$ cat config.mk
export PLATFORM = sky130hd
export DESIGN_NAME = alu_acc_ctrl_flat
export DESIGN_NICKNAME = d
export VERILOG_FILES = /design/src/rtl/alu_acc_ctrl_if.sv /design/src/rtl/alu_acc_ctrl.sv /design/src/flat_wrapper.sv
export SDC_FILE = /design/constraint.sdc
export NUM_CORES = 1
export LEC_CHECK = 0
export ABC_AREA = 1
export CORE_MARGIN = 2
export CORE_UTILIZATION = 29
export CTS_BUF_LIST = sky130_fd_sc_hd__clkbuf_8
export CTS_CLUSTER_DIAMETER = 40
export DETAILED_ROUTE_END_ITERATION = 16
export REMOVE_ABC_BUFFERS = 1
export SLEW_MARGIN = 25
export SYNTH_ARGS = -nofsm -noshare
export SYNTH_HDL_FRONTEND = slang
export SYNTH_SLANG_ARGS = --single-unit
$ cat constraint.sdc
create_clock -name clk -period 1.5 [get_ports clk]
set_clock_uncertainty 0.15 [all_clocks]
set_input_delay 0.375 -clock clk [delete_from_list [all_inputs] [get_ports clk]]
set_output_delay 0.375 -clock clk [all_outputs]
set_load 0.01 [all_outputs]
$ cat src/rtl/alu_acc_ctrl_if.sv
// Command/response bus between the instruction sequencer and the accumulator controller.
interface alu_acc_ctrl_if #(
    parameter int unsigned WIDTH = 8
);
    logic             cmd_valid;
    logic             cmd_ready;
    logic [2:0]       cmd_op;
    logic [WIDTH-1:0] cmd_data;
    logic             rsp_valid;
    logic             rsp_ready;
    logic [WIDTH-1:0] acc_out;
    logic [3:0]       flags_out;

    // Sequencer side: issues commands, consumes responses.
    modport master (
        output cmd_valid, cmd_op, cmd_data, rsp_ready,
        input  cmd_ready, rsp_valid, acc_out, flags_out
    );

    // Controller side.
    modport slave (
        input  cmd_valid, cmd_op, cmd_data, rsp_ready,
        output cmd_ready, rsp_valid, acc_out, flags_out
    );
endinterface

$ cat src/rtl/alu_acc_ctrl.sv
// Accumulator controller driving an external combinational add/sub ALU.
// Each command runs IDLE -> EXEC -> RESP; results are captured at the end of EXEC.
module alu_acc_ctrl #(
    parameter int unsigned      WIDTH   = 8,
    parameter logic [WIDTH-1:0] ACC_RST = '0
) (
    input  logic             clk,
    input  logic             rst_n,
    alu_acc_ctrl_if.slave    bus,
    output logic [WIDTH-1:0] alu_a,
    output logic [WIDTH-1:0] alu_b,
    output logic             alu_sub,
    input  logic [WIDTH-1:0] alu_sum,
    input  logic             alu_cout,
    input  logic             alu_ovf,
    input  logic             alu_zero
);

    localparam logic [2:0] OpNop  = 3'b000;
    localparam logic [2:0] OpLoad = 3'b001;
    localparam logic [2:0] OpAdd  = 3'b010;
    localparam logic [2:0] OpSub  = 3'b011;
    localparam logic [2:0] OpCmp  = 3'b100;
    localparam logic [2:0] OpClrf = 3'b101;

    typedef enum logic [1:0] {StIdle, StExec, StResp} state_e;

    state_e           state_q, state_d;
    logic [WIDTH-1:0] acc_q, acc_d;
    logic [3:0]       flags_q, flags_d;   // {C, V, Z, N}
    logic [WIDTH-1:0] opnd_q, opnd_d;
    logic [2:0]       op_q, op_d;
    logic             cmd_ready;
    logic             rsp_valid;
    logic             sub_op;

    // The ALU sees only registered values, so its inputs are stable through EXEC.
    assign alu_a  = acc_q;
    assign alu_b  = opnd_q;
    assign sub_op = (op_q == OpSub) || (op_q == OpCmp);

    assign bus.cmd_ready = cmd_ready;
    assign bus.rsp_valid = rsp_valid;
    assign bus.acc_out   = acc_q;
    assign bus.flags_out = flags_q;

    // State, accumulator, flags and latched command.
    always_ff @(posedge clk or negedge rst_n) begin
        if (!rst_n) begin
            state_q <= StIdle;
            acc_q   <= ACC_RST;
            flags_q <= '0;
            opnd_q  <= '0;
            op_q    <= OpNop;
        end else begin
            state_q <= state_d;
            acc_q   <= acc_d;
            flags_q <= flags_d;
            opnd_q  <= opnd_d;
            op_q    <= op_d;
        end
    end

    // Next-state, datapath update and handshake outputs.
    always_comb begin
        state_d   = state_q;
        acc_d     = acc_q;
        flags_d   = flags_q;
        opnd_d    = opnd_q;
        op_d      = op_q;
        cmd_ready = 1'b0;
        rsp_valid = 1'b0;
        alu_sub   = 1'b0;
        unique case (state_q)
            StIdle: begin
                cmd_ready = 1'b1;
                if (bus.cmd_valid) begin
                    op_d    = bus.cmd_op;
                    opnd_d  = bus.cmd_data;
                    state_d = StExec;
                end
            end
            StExec: begin
                alu_sub = sub_op;
                state_d = StResp;
                case (op_q)
                    OpLoad: begin
                        acc_d   = opnd_q;
                        flags_d = {1'b0, 1'b0, (opnd_q == '0), opnd_q[WIDTH-1]};
                    end
                    OpAdd, OpSub: begin
                        acc_d   = alu_sum;
                        flags_d = {alu_cout, alu_ovf, alu_zero, alu_sum[WIDTH-1]};
                    end
                    OpCmp: begin
                        flags_d = {alu_cout, alu_ovf, alu_zero, alu_sum[WIDTH-1]};
                    end
                    OpClrf: begin
                        flags_d = '0;
                    end
                    // NOP and reserved codes still produce a response.
                    default: ;
                endcase
            end
            StResp: begin
                rsp_valid = 1'b1;
                if (bus.rsp_ready) begin
                    state_d = StIdle;
                end
            end
            default: state_d = StIdle;
        endcase
    end

endmodule

$ cat src/flat_wrapper.sv
// flat-port wrapper written by rule: the top's interface ports become plain ports
module alu_acc_ctrl_flat 
#(
    parameter int unsigned      WIDTH   = 8,
    parameter logic [WIDTH-1:0] ACC_RST = '0
)
  (clk, rst_n, alu_a, alu_b, alu_sub, alu_sum, alu_cout, alu_ovf, alu_zero, bus_cmd_valid, bus_cmd_op, bus_cmd_data, bus_rsp_ready, bus_cmd_ready, bus_rsp_valid, bus_acc_out, bus_flags_out);
  alu_acc_ctrl_if #(.WIDTH(WIDTH)) bus_i ();
  input  logic clk;
  input  logic rst_n;
  output logic [WIDTH-1:0] alu_a;
  output logic [WIDTH-1:0] alu_b;
  output logic alu_sub;
  input  logic [WIDTH-1:0] alu_sum;
  input  logic alu_cout;
  input  logic alu_ovf;
  input  logic alu_zero;
  input wire logic [$bits(bus_i.cmd_valid)-1:0] bus_cmd_valid;
  input wire logic [$bits(bus_i.cmd_op)-1:0] bus_cmd_op;
  input wire logic [$bits(bus_i.cmd_data)-1:0] bus_cmd_data;
  input wire logic [$bits(bus_i.rsp_ready)-1:0] bus_rsp_ready;
  output wire logic [$bits(bus_i.cmd_ready)-1:0] bus_cmd_ready;
  output wire logic [$bits(bus_i.rsp_valid)-1:0] bus_rsp_valid;
  output wire logic [$bits(bus_i.acc_out)-1:0] bus_acc_out;
  output wire logic [$bits(bus_i.flags_out)-1:0] bus_flags_out;
  assign bus_i.cmd_valid = bus_cmd_valid;
  assign bus_i.cmd_op = bus_cmd_op;
  assign bus_i.cmd_data = bus_cmd_data;
  assign bus_i.rsp_ready = bus_rsp_ready;
  assign bus_cmd_ready = bus_i.cmd_ready;
  assign bus_rsp_valid = bus_i.rsp_valid;
  assign bus_acc_out = bus_i.acc_out;
  assign bus_flags_out = bus_i.flags_out;
  alu_acc_ctrl #(.WIDTH(WIDTH), .ACC_RST(ACC_RST)) u_core (.clk(clk), .rst_n(rst_n), .bus(bus_i), .alu_a(alu_a), .alu_b(alu_b), .alu_sub(alu_sub), .alu_sum(alu_sum), .alu_cout(alu_cout), .alu_ovf(alu_ovf), .alu_zero(alu_zero));
endmodule
==> impl_metrics.toml <==
[job]
cap_violations = 0

[drt]
drt_wl_total_um = 3077
drtAntennaViolNets = 0
avgRoutedWirePerCell_um = 10.40
vias_per_cell = 4.105
drc = 0
vias = 1215
drtIter0Drc = 24
dr.pass1.iters = 4

[synth]
syn_avg_cell_area_sq_um = 7.728
syn_area_sq_mm = 0.001267
seq_area_frac_synth_pct = 49.36
async_flop_share_pct = 100.0
synth_flop_cell = "dfrtp_1"
post_synth_num_cell_types = 17
synth-edff-count = 0
yosysWarnings = 0
synth_cells = 164
ys_ff_latch = 25

[cells_and_area]
synthToLayoutAreaGrowth_pct = 65.84
drive_above_1_share_pct = 20.49
layout_common_cells = "nand2_1 (72), buf_4 (30), clkdlybuf4s50_1 (25), dfrtp_1 (25), clkdlybuf4s15_1 (21)"
antenna_cells = 0
nNetsFinal = 271
layout_commonest_cell = "nand2_1"
seq_area_sq_um = 625.6
num-fill-cells = 456
multi_input_area_sq_um = 499.2
design_area_sq_mm = 0.002102

[timing]
setup_slack_ns = -0.2615
fmax_mhz = 567.7
maxSlewHeadroom_pct = 84.84
whs_ns = 0.2987
rsz0062_at_grt = "true"
drv_slew = 0
hold_viol = 0
worst_pin_slew_ns = 0.2271
finalSetupViolCount = 3
fin_crit_ns = 1.761
period_share_pct = 117.4

[worst_setup_path]
crit_slowest_cell = "dfrtp_1"
timing.critical_path.buf_inv = 1
startpoint_type = "register"
path_depth = 4
critPathArrivalTime_ns = 1.24
crit_path_max_incr_delay_ns = 0.42
path_delay_family = "flip-flops"
crit_chain = "nor2_2 > o21a_1 > nor3b_2 > buf_2"
cp-end-kind = "output port"
reg2reg_depth = 8
cp_max_fo = 3
crit_type = "reg2out"
worstPathRequired_ns = 0.97

[placed_design]
placed_area_sq_mm = 0.002011
portBuffers = 56
dp_slack_ns = -0.3967
place_hpwl_um = 2344
globalplace.congestion = 0.7410

[global_route]
met1_usage_pct = 17.88
grt_pass1_vias = 1198
grt_busiest_layer = "met2"
globalRoute.totalOverflow = 0
antenna_found_initial = 0
met3_usage_pct = 2.165
grtUsageMet2_pct = 21.59
grt_usage_pct = 13.37
grt_max_degree = 26
grt_pass1_wl_um = 5271

[clock_network]
ctsHtreeMaxLevel = 1
ctsHoldBuffers = 0
numCtsBuffers = 3
root_buffer = "clkbuf_8"
clock-sinks = 25
worstSkewPairLatency_ns = 0.27
clkTransAtPathRegs_ns = 0.09
cts_tree = "built"
clockBufferDepth = 2

[die]
die_y_um = 70.11
rows = 24
core_sq_mm = 0.004294
die-area_sq_mm = 0.004915
start_util_pct = 29.52
ios = 57
die_w_um = 70.11

[min_path]
hold_class = "in2async"

[power_and_ir_drop]
irDropWorstVdd_mv = 0.6516
power_density_mw_per_mm2 = 1970
power_leakage_nw = 1.077

[run_status]
violations = "negative setup slack"
run_status = "finished with violations"
==> path summary, 6_finish.rpt <==
path	to	startpoint	slack, ns
setup reg to reg	u_core.bus.flags_out[2]$_DFFE_PN0P_	u_core.op_q[1]$_DFFE_PN0P_	0.08
setup / recovery	alu_sub	u_core.op_q[1]$_DFFE_PN0P_	-0.26
min in group clk	u_core.bus.flags_out[3]$_DFFE_PN0P_	u_core.bus.flags_out[3]$_DFFE_PN0P_	0.34
hold / removal	u_core.alu_a[4]$_DFFE_PN0P_	rst_n	0.30
hold reg to reg	u_core.bus.flags_out[3]$_DFFE_PN0P_	u_core.bus.flags_out[3]$_DFFE_PN0P_	0.34
max in group asynchronous	u_core.op_q[2]$_DFFE_PN0P_	rst_n	0.75
==> per-layer routing <==
| layer | routed length [um] | vias to the layer above | share of wire, % |
|---|---|---|---|
| met5 | 0 | - | 0 |
| met4 | 48 | 0 | 1.6 |
| met3 | 138 | 4 | 4.5 |
| met2 | 1452 | 34 | 47 |
| met1 | 1439 | 516 | 47 |
| li1 | - | 661 | - |
==> final cells by class <==
type	count	area share [%]
Tap cell	52	3.095
Inverter	14	2.500
Multi-Input combinational cell	113	23.75
Sequential cell	25	29.76
Clock inverter	1	0.1786
Timing Repair Buffer	88	38.75
Clock buffer	3	1.964
==> report_power, final <==
group          switching, mW  total (mW)  internal [mW]
Clock                  0.213       0.397          0.183
Combinational           1.22        2.57           1.35
Sequential             0.187        1.18          0.990
Total                   1.62        4.14           2.52
==> state kept, by name (all words and copies together) (netlist names) <==
signal                count
u_core.alu_a              8
u_core.alu_b              8
u_core.bus.flags_out      4
u_core.op_q               3
u_core.state_q            2
==> through the flow <==
| step | TNS, ns | power [mW] | util (%) | std cells |
|---|---|---|---|---|
| after floorplan | -0.1486 | 2.289 | - | 152 |
| after global placement | -0.6423 | 3.806 | 46.82 | 285 |
| final | -0.4979 | 4.142 | 48.95 | 296 |
| after global routing | -0.7481 | 4.531 | 48.95 | 296 |
| after CTS | -0.5130 | 4.045 | 47.58 | 292 |
| after detailed placement | -0.6820 | 3.843 | 46.82 | 285 |
==> cells in the mapped netlist (2+ instances only) <==
cell     count  area share (%)
o21ai_1     11             4.3
nor2_1       9             2.7
dfrtp_1     25              49
nand2_2      2            0.99
inv_1       10             3.0
nand2_1     73              22
buf_6        2             1.8
inv_2        4             1.2
nand3_1     12             4.7
buf_4        9             5.3
==> cell families after synthesis <==
kind of cell	share of synthesized area (%)
XOR/XNOR	0.6911
flip-flops	49.36
AND/OR/NAND/NOR	32.28
buffers and inverters	11.65
AO/OA/AOI/OAI	6.021
==> what timing repair did <==
item                       in CTS  in global routing
setup buffers                   3                  4
resized for setup              39                 23
setup endpoints to repair      31                 29
pin swaps                       2                  1
No activity file was read; power rests on OpenSTA's default activity.
